--- src/rtl/anim_sprite_bitmap.sv ---
// Animated sprite bitmap: per-pixel frame ROM lookup with mirroring, a 4x4 hit-edge grid,
// and an IDLE/RUN/DONE animation sequencer stepped by startOfFrame.
module anim_sprite_bitmap #(
  parameter int         OBJECT_X_BITS        = 5,
  parameter int         OBJECT_Y_BITS        = 5,
  parameter int         NUM_FRAMES           = 4,
  parameter int         FRAME_HOLD           = 4,
  parameter int         LOOP                 = 1,
  parameter logic [7:0] TRANSPARENT_ENCODING = 8'hFF,
  parameter             MEM_INIT_FILE        = "",
  localparam int        FW = (NUM_FRAMES > 1) ? $clog2(NUM_FRAMES) : 1
) (
  input  logic          clk,
  input  logic          resetN,
  input  logic [10:0]   pixelX,
  input  logic [10:0]   pixelY,
  input  logic          objectExists,
  input  logic          startOfFrame,
  input  logic          animStart,
  input  logic          animStop,
  input  logic          mirrorX,
  output logic          drawingRequest,
  output logic [7:0]    RGBout,
  output logic [3:0]    HitEdgeCode,
  output logic [FW-1:0] frameIndex,
  output logic          animBusy,
  output logic          animDone
);

  localparam int W  = 1 << OBJECT_X_BITS;
  localparam int H  = 1 << OBJECT_Y_BITS;
  localparam int HW = (FRAME_HOLD > 1) ? $clog2(FRAME_HOLD) : 1;

  typedef enum logic [1:0] {IDLE, RUN, DONE} state_t;

  typedef struct packed {
    logic [7:0] rgb;
    logic [3:0] hit;
  } pix_t;

  state_t          state, state_nxt;
  logic [FW-1:0]   frame_nxt;
  logic [HW-1:0]   hold_cnt, hold_nxt;
  logic            done_q, done_nxt;

  // ---------------- animation sequencer ----------------
  always_ff @(posedge clk or negedge resetN) begin
    if (!resetN) begin
      state      <= IDLE;
      frameIndex <= '0;
      hold_cnt   <= '0;
      done_q     <= 1'b0;
    end else begin
      state      <= state_nxt;
      frameIndex <= frame_nxt;
      hold_cnt   <= hold_nxt;
      done_q     <= done_nxt;
    end
  end

  // animStop beats animStart, which beats startOfFrame
  always_comb begin
    state_nxt = state;
    frame_nxt = frameIndex;
    hold_nxt  = hold_cnt;
    done_nxt  = 1'b0;
    if (animStop) begin
      state_nxt = IDLE;
      frame_nxt = '0;
      hold_nxt  = '0;
    end else if (animStart) begin
      state_nxt = RUN;
      frame_nxt = '0;
      hold_nxt  = '0;
    end else if (state == RUN && startOfFrame) begin
      if (hold_cnt == HW'(FRAME_HOLD - 1)) begin
        hold_nxt = '0;
        if (frameIndex == FW'(NUM_FRAMES - 1)) begin
          if (LOOP != 0) begin
            frame_nxt = '0;
          end else begin
            state_nxt = DONE;
            done_nxt  = 1'b1;
          end
        end else begin
          frame_nxt = frameIndex + FW'(1);
        end
      end else begin
        hold_nxt = hold_cnt + HW'(1);
      end
    end
  end

  always_comb begin
    animBusy = (state == RUN);
    animDone = done_q;
  end

  // ---------------- pixel path ----------------
  logic                     in_range;
  logic [OBJECT_X_BITS-1:0] xe;
  logic [OBJECT_Y_BITS-1:0] yr;
  logic [7:0]               rom_pix;
  logic [1:0]               col, row;
  pix_t                     pix_d, pix_q;

  // For in-range columns W-1-x is the bitwise complement of x
  assign xe       = pixelX[OBJECT_X_BITS-1:0] ^ {OBJECT_X_BITS{mirrorX}};
  assign yr       = pixelY[OBJECT_Y_BITS-1:0];
  assign in_range = objectExists && (int'(pixelX) < W) && (int'(pixelY) < H);
  assign col      = xe[OBJECT_X_BITS-1 -: 2];
  assign row      = yr[OBJECT_Y_BITS-1 -: 2];

  generate
    if (MEM_INIT_FILE == "") begin : g_pattern
      logic [1:0] f2;
      logic [2:0] y3, x3;
      assign f2      = 2'(frameIndex);
      assign y3      = 3'(yr);
      assign x3      = 3'(xe);
      assign rom_pix = {f2, y3, x3};
    end else begin : g_rom
      (* ram_init_file = MEM_INIT_FILE *) logic [7:0] rom [NUM_FRAMES*W*H];
      assign rom_pix = rom[(int'(frameIndex) * H + int'(yr)) * W + int'(xe)];
    end
  endgenerate

  always_comb begin
    pix_d.rgb = TRANSPARENT_ENCODING;
    pix_d.hit = 4'b0000;
    if (in_range) begin
      pix_d.rgb = rom_pix;
      pix_d.hit = {col == 2'd0, row == 2'd0, col == 2'd3, row == 2'd3};
    end
  end

  always_ff @(posedge clk or negedge resetN) begin
    if (!resetN) begin
      pix_q.rgb <= TRANSPARENT_ENCODING;
      pix_q.hit <= 4'b0000;
    end else begin
      pix_q <= pix_d;
    end
  end

  assign RGBout         = pix_q.rgb;
  assign HitEdgeCode    = pix_q.hit;
  assign drawingRequest = (pix_q.rgb != TRANSPARENT_ENCODING);

endmodule

--- config.mk ---
export PLATFORM = sky130hd
export DESIGN_NAME = anim_sprite_bitmap
export DESIGN_NICKNAME = d
export VERILOG_FILES = /design/src/rtl/anim_sprite_bitmap.sv
export SDC_FILE = /design/constraint.sdc
export NUM_CORES = 1
export LEC_CHECK = 0
export CAP_MARGIN = 10
export CORE_MARGIN = 1
export CORE_UTILIZATION = 38
export DETAILED_ROUTE_END_ITERATION = 8
export HOLD_SLACK_MARGIN = 0.1
export PLACE_DENSITY = 0.94
export SLEW_MARGIN = 20
export SYNTH_ARGS = -nofsm -noshare
export SYNTH_HDL_FRONTEND = slang
export SYNTH_SLANG_ARGS = --single-unit
--- constraint.sdc ---
create_clock -name clk -period 2 [get_ports clk]
set_input_delay 0.4 -clock clk [delete_from_list [all_inputs] [get_ports clk]]
set_output_delay 0.4 -clock clk [all_outputs]
set_load 0.01 [all_outputs]
==> results of run 1 <==
-- final cells by class --
type                            count  area share
Timing Repair Buffer               46      0.3667
Tap cell                           25     0.02525
Clock buffer                        4     0.02121
Multi-Input combinational cell     46      0.2354
Sequential cell                    17      0.3515
-- cells in the mapped netlist, drive strengths merged --
cell type	count	area, um2
nor2	6	22.52
mux2i	3	30.03
xnor2	3	26.28
nand3	2	10.01
nand4	3	18.77
nor4	1	6.260
dfrtp	9	225.2
conb	1	3.750
nand2b	3	18.77
nor3	5	25.02
a211oi	1	7.510
or2	6	37.54
buf	2	12.51
nor4b	1	15.01
or3	2	12.51
a21oi	2	10.01
nand3b	1	7.510
nand2	4	15.01
ha	2	25.02
clkbuf	1	3.750
dfstp	8	210.2
-- registers in the layout, indices dropped and copies added (netlist names) --
name	cells
RGBout	8
HitEdgeCode	4
frameIndex	2
hold_cnt	2
state	1
-- power by group --
part	switching, mW	leakage [nW]	total [mW]	internal (mW)
Sequential	0.00202	0.208	0.348	0.346
Combinational	0.0301	0.301	0.0915	0.0613
Clock	0.102	0.0150	0.180	0.0774
Total	0.135	0.524	0.620	0.485
-- per-layer routing --
layer / wire, um / share of wire / up-vias
met5: 0 / 0 / -
met4: 29 / 0.016 / 0
met3: 75 / 0.042 / 4
met2: 1062 / 0.59 / 31
met1: 631 / 0.35 / 327
li1: - / - / 318
-- through the flow --
stage                     hold slack [ns]  cell area, um2  setup slack [ns]
final                              0.5579            1239            0.1234
after global routing               0.5919            1239           0.05194
after global placement             0.5128            1214            0.2512
after CTS                          0.5641            1239           0.09946
after floorplan                    0.1044           743.2            0.6651
after detailed placement           0.5418            1214            0.2277
-- repair_timing --
action | 4_1_cts | 5_1_grt
hold endpoints to repair | 0 | 0
resized for setup | 1 | 0
endpoints found under the setup margin | 1 | 0
-- worst reg2reg max path: stages (launching register included) --
cell and delay (ns):
dfrtp_1 0.39, ha_1 0.20, nand3_1 0.14, or3_1 0.34, a211oi_1 0.19
-- path summary, 6_finish.rpt --
check,from,endpoint,depth (start not counted)
setup / recovery,RGBout[7],drawingRequest,3
hold / removal,frameIndex[0],RGBout[6],1
setup reg to reg,hold_cnt[0],frameIndex[0],4
hold reg to reg,frameIndex[0],RGBout[6],1
max in group asynchronous,resetN,state[0],2
min in group asynchronous,resetN,RGBout[4],1
-- cell families (layout without fill, tap and decap cells) --
group,after synthesis,after routing,synth area share
flip-flops,17,17,0.5859
AND/OR/NAND/NOR,34,34,0.2542
multiplexers,3,3,0.04041
XOR/XNOR,3,3,0.03536
adder cells (fa/ha/maj),2,2,0.03366
buffers and inverters,3,50,0.02188
other,1,1,0.005046
AO/OA/AOI/OAI,3,3,0.02357
==> impl_metrics.py, run 1 <==
metrics = {
    "run_status": {
        "status": "completed",
    },
    "worst_setup_path": {
        "data_arrival_at_the_endpoint_of_the_critical_path_ns": 1.48,
        "start_kind": "register",
        "worst_path_max_delay_cell": "dfstp_2",
        "path_buf_inv": 1,
        "timing.critical_path.fanout_max": 2,
        "criticalPathCategory": "reg2out",
        "cp_slowest_stage_delay_ns": 0.54,
        "crit_required_ns": 1.60,
        "cp_endpoint_kind": "output port",
        "cell_family_contributing_the_most_delay_on_the_critical_path": "flip-flops",
        "worst_path_cell_chain": "nand4_1 -> or2_2 -> dlygate4sd2_1",
        "r2r_slack_ns": 0.66,
    },
    "final_layout": {
        "regArea_um2": 435.4,
        "final_core_utilization": 0.6947,
        "n_fill_cell": 132,
        "instances_no_fill": 138,
        "fin_nets": 145,
        "layout.cells.most_common_list": "clkdlybuf4s50_1, dfrtp_1, dfstp_2, nor2_1",
        "layout-drive-gt1-share": 0.1327,
        "multiInputGateArea_um2": 291.5,
        "n_antenna_cell": 0,
        "synthToLayoutAreaGrowth_pct": 66.67,
        "final_common_cell": "clkdlybuf4s50_1",
    },
    "grt": {
        "grt_pass1_vias": 632,
        "grt_max_degree": 13,
        "globalRouteOverflowTotal": 0,
        "busiest_layer": "met2",
        "grt_use_met2": 0.3577,
        "grt_util_all_layers": 0.1862,
        "grt_pass1_wl_um": 2670,
        "groute.layer.met1.usage": 0.1855,
        "grt_use_met3": 0.02745,
        "antenna_violations_before_repair": 0,
    },
    "clock_tree": {
        "cts-hold-fix-buffers": 0,
        "worst_skew_pair.late_latency_ns": 0.28,
        "cts.root.buffer_cell": "clkbuf_4",
        "htree_levels": 1,
        "clock_sink_count": 17,
        "cts_buffers": 3,
        "clk_transition_reported_paths_ns": 0.09,
        "cts.path.max_buffers": 2,
        "tritoncts_clock_tree": "built",
        "post_cts_buffers": 0,
    },
    "power_and_ir_drop": {
        "power_density_mw_per_mm2": 500.4,
        "totalPowerFinal_mw": 0.6198,
        "irDropWorstVdd_mv": 0.3345,
        "static-leakage-power_nw": 0.5239,
    },
    "sta": {
        "clock.fmax_mhz": 532.9,
        "fin_crit_sh": 0.9383,
        "rsz0062_at_grt": "no",
        "slew_violations": 0,
        "timing.final.setup_violations": 0,
        "timing.final.crit_period_ns": 1.877,
        "setup-tns-final_ns": 0,
        "timing.final.hold_violations": 0,
        "fin_worst_skew_ns": 0.0005091,
    },
    "job": {
        "maxCapViolations": 0,
    },
    "yosys": {
        "syn_nets": 97,
        "synth_area_per_cell_um2": 11.26,
        "ys_warn_count": 0,
        "yosys.cell_types.count": 23,
        "synth.cell_area_um2": 743.2,
        "ys_seq_elements": 17,
        "syn_inst": 66,
        "fraction_of_the_yosys_area_taken_by_sequential_cells": 0.5859,
    },
    "route": {
        "drt_pass1_iterations": 4,
        "route.antenna.remaining_nets": 0,
        "dr.first_iter.drc_count": 6,
        "route.detailed.drc": 0,
        "post_drt_wl_per_cell_um": 13.02,
        "viasPerCell": 4.928,
        "detail_route.wirelength_um": 1797,
        "dr_total_vias": 680,
    },
    "placed_design": {
        "dp_hpwl_um": 1558,
        "portBuffers": 44,
        "dp_cells": 134,
        "globalplace.congestion": 0.8214,
    },
    "die": {
        "boundaryPins": 46,
        "chipWidth_um": 46.23,
        "rows": 15,
        "coreArea_mm2": 0.001783,
        "fp.dieArea_mm2": 0.002137,
        "initial_core_util": 0.4168,
        "die-height_um": 46.23,
    },
    "hold_path": {
        "hold_path_class": "reg2reg",
    },
}
(Power assumes the default switching activity.)
==> run 2: changes to the inputs <==
--- a/config.mk
+++ b/config.mk
@@ -7,10 +7,11 @@
 export LEC_CHECK = 0
 export CAP_MARGIN = 10
 export CORE_MARGIN = 1
-export CORE_UTILIZATION = 38
+export CORE_UTILIZATION = 30
+export CTS_CLUSTER_SIZE = 28
 export DETAILED_ROUTE_END_ITERATION = 8
 export HOLD_SLACK_MARGIN = 0.1
-export PLACE_DENSITY = 0.94
+export PLACE_DENSITY = 0.79
 export SLEW_MARGIN = 20
 export SYNTH_ARGS = -nofsm -noshare
 export SYNTH_HDL_FRONTEND = slang
==> run 2 against run 1 <==
  * Combinational power shrank 2.5%
  * Critical path depth is the same
  * Clock skew grew 0.0046 ns
  * Critical path type unchanged
  * Largest cell class unchanged
  * Highest routed layer unchanged
==> impl_metrics.py, run 2 (synthesized netlist as in run 1, its figures left out) <==
metrics = {
    "power_and_ir_drop": {
        "power_density_mw_per_mm2": 498.8,
        "irDropWorstVdd_mv": 0.3941,
        "static-leakage-power_nw": 0.5218,
        "totalPowerFinal_mw": 0.6166,
    },
    "placed_design": {
        "portBuffers": 44,
        "dpl-instance-area_mm2": 0.001210,
        "globalplace.congestion": 0.6665,
        "dp_hpwl_um": 1368,
        "dp_cells": 136,
    },
    "route": {
        "post_drt_wl_per_cell_um": 11.38,
        "detail_route.wirelength_um": 1593,
        "route.antenna.remaining_nets": 0,
        "viasPerCell": 4.500,
        "route.detailed.drc": 0,
        "dr_total_vias": 630,
        "drt_pass1_iterations": 1,
        "dr.first_iter.drc_count": 0,
    },
    "grt": {
        "grt_pass1_wl_um": 2456,
        "antenna_violations_before_repair": 0,
        "globalRouteOverflowTotal": 0,
        "grt_pass1_vias": 604,
        "grt_max_degree": 18,
        "grt_util_all_layers": 0.1297,
    },
    "sta": {
        "timing.final.crit_period_ns": 1.888,
        "rsz0062_at_grt": "no",
        "tightestPinTransition_ns": 0.7105,
        "slew_headroom": 0.5249,
        "timing.final.setup_violations": 0,
        "clock.fmax_mhz": 529.7,
        "fin_crit_sh": 0.9439,
        "slew_violations": 0,
        "fin_worst_skew_ns": 0.005076,
        "setup-tns-final_ns": 0,
        "timing.final.hold_violations": 0,
    },
    "die": {
        "chipWidth_um": 51.78,
        "fp.dieArea_mm2": 0.002681,
        "die-height_um": 51.78,
        "initial_core_util": 0.3266,
        "coreArea_mm2": 0.002276,
        "boundaryPins": 46,
        "rows": 17,
    },
    "hold_path": {
        "hold_path_class": "in2async",
    },
    "worst_setup_path": {
        "criticalPathCategory": "reg2out",
        "r2r_start": "hold_cnt[0]",
        "cp_endpoint_kind": "output port",
        "crit_required_ns": 1.60,
        "cp_slowest_stage_delay_ns": 0.54,
        "worst_r2r_path_depth": 4,
        "start_kind": "register",
        "worst_path_max_delay_cell": "dfstp_2",
        "critical_path_cell_count": 3,
        "cell_family_contributing_the_most_delay_on_the_critical_path": "flip-flops",
        "r2r_slack_ns": 0.70,
        "worstReg2RegEnd": "frameIndex[0]",
        "worst_path_cell_chain": "nand4_1 -> or2_2 -> dlygate4sd2_1",
        "path_buf_inv": 1,
        "data_arrival_at_the_endpoint_of_the_critical_path_ns": 1.49,
        "timing.critical_path.fanout_max": 2,
    },
    "job": {
        "maxCapViolations": 0,
    },
    "clock_tree": {
        "cts_buffers": 3,
        "clock_sink_count": 17,
        "tritoncts_clock_tree": "built",
        "cts.path.max_buffers": 2,
        "cts.root.buffer_cell": "clkbuf_4",
        "htree_levels": 1,
        "post_cts_buffers": 0,
        "clk_transition_reported_paths_ns": 0.10,
        "worst_skew_pair.late_latency_ns": 0.28,
    },
    "final_layout": {
        "largest_reg_flops": 8,
        "design_area_mm2": 0.001236,
        "layout.cells.most_common_list": "clkdlybuf4s50_1, dfrtp_1, dfstp_2, nor2_1",
        "n_antenna_cell": 0,
        "fin_nets": 144,
        "synthToLayoutAreaGrowth_pct": 66.33,
        "final_common_cell": "clkdlybuf4s50_1",
        "layout-drive-gt1-share": 0.1339,
        "final_core_utilization": 0.5432,
        "n_fill_cell": 200,
        "instances_no_fill": 140,
    },
    "run_status": {
        "status": "completed",
    },
}
## run 2: metrics by stage
step / setup slack [ns] / hold slack (ns)
after global placement: 0.2533 / 0.5213
after floorplan: 0.6651 / 0.1044
after global routing: 0.03970 / 0.5653
after CTS: 0.08595 / 0.5426
after detailed placement: 0.2256 / 0.5254
final: 0.1123 / 0.5286
## run 2: report_power, final
part | switching (mW) | total [mW] | internal, mW
sequential | 0.00179 | 0.348 | 0.346
clock | 0.105 | 0.179 | 0.0742
combinational | 0.0293 | 0.0892 | 0.0599
total | 0.136 | 0.617 | 0.481
## run 2: timing repair
action	in CTS	in global routing
hold buffers	0	0
gates resized for setup	1	0
setup endpoints to repair	1	0
## run 2: layout make-up
type / count / area, um2 / share of cell area
flip-flops and latches: 17 / 435.4 / 0.3522
well taps: 28 / 35.03 / 0.02834
clock inverters: 1 / 5.005 / 0.004049
multi-input cells: 46 / 291.5 / 0.2358
repair buffers: 45 / 446.7 / 0.3613
clock buffers: 3 / 22.52 / 0.01822
## run 2: worst register-to-register path, delay by kind of cell (launching register included)
family                   cells  cell delay [ns]
AND/OR/NAND/NOR              2             0.46
adder cells (fa/ha/maj)      1             0.17
flip-flops                   1             0.38
AO/OA/AOI/OAI                1             0.21
## run 2: metal layers
layer  vias up  routed length (um)  GRT usage
li1        316                   -          -
met2        17                 968     0.2511
met4         0                  19    0.09459
met1       295                 571     0.1268
met5         -                   0          0
met3         2                  34   0.008772
## run 2: worst max path at each step
| stage | start | slack, ns | to |
|---|---|---|---|
| after CTS | RGBout[6] | 0.09 | drawingRequest |
| after detailed placement | RGBout[6] | 0.23 | drawingRequest |
| after floorplan | RGBout[6] | 0.67 | drawingRequest |
| after global placement | RGBout[6] | 0.25 | drawingRequest |
| final | RGBout[6] | 0.11 | drawingRequest |
| after global routing | RGBout[6] | 0.04 | drawingRequest |
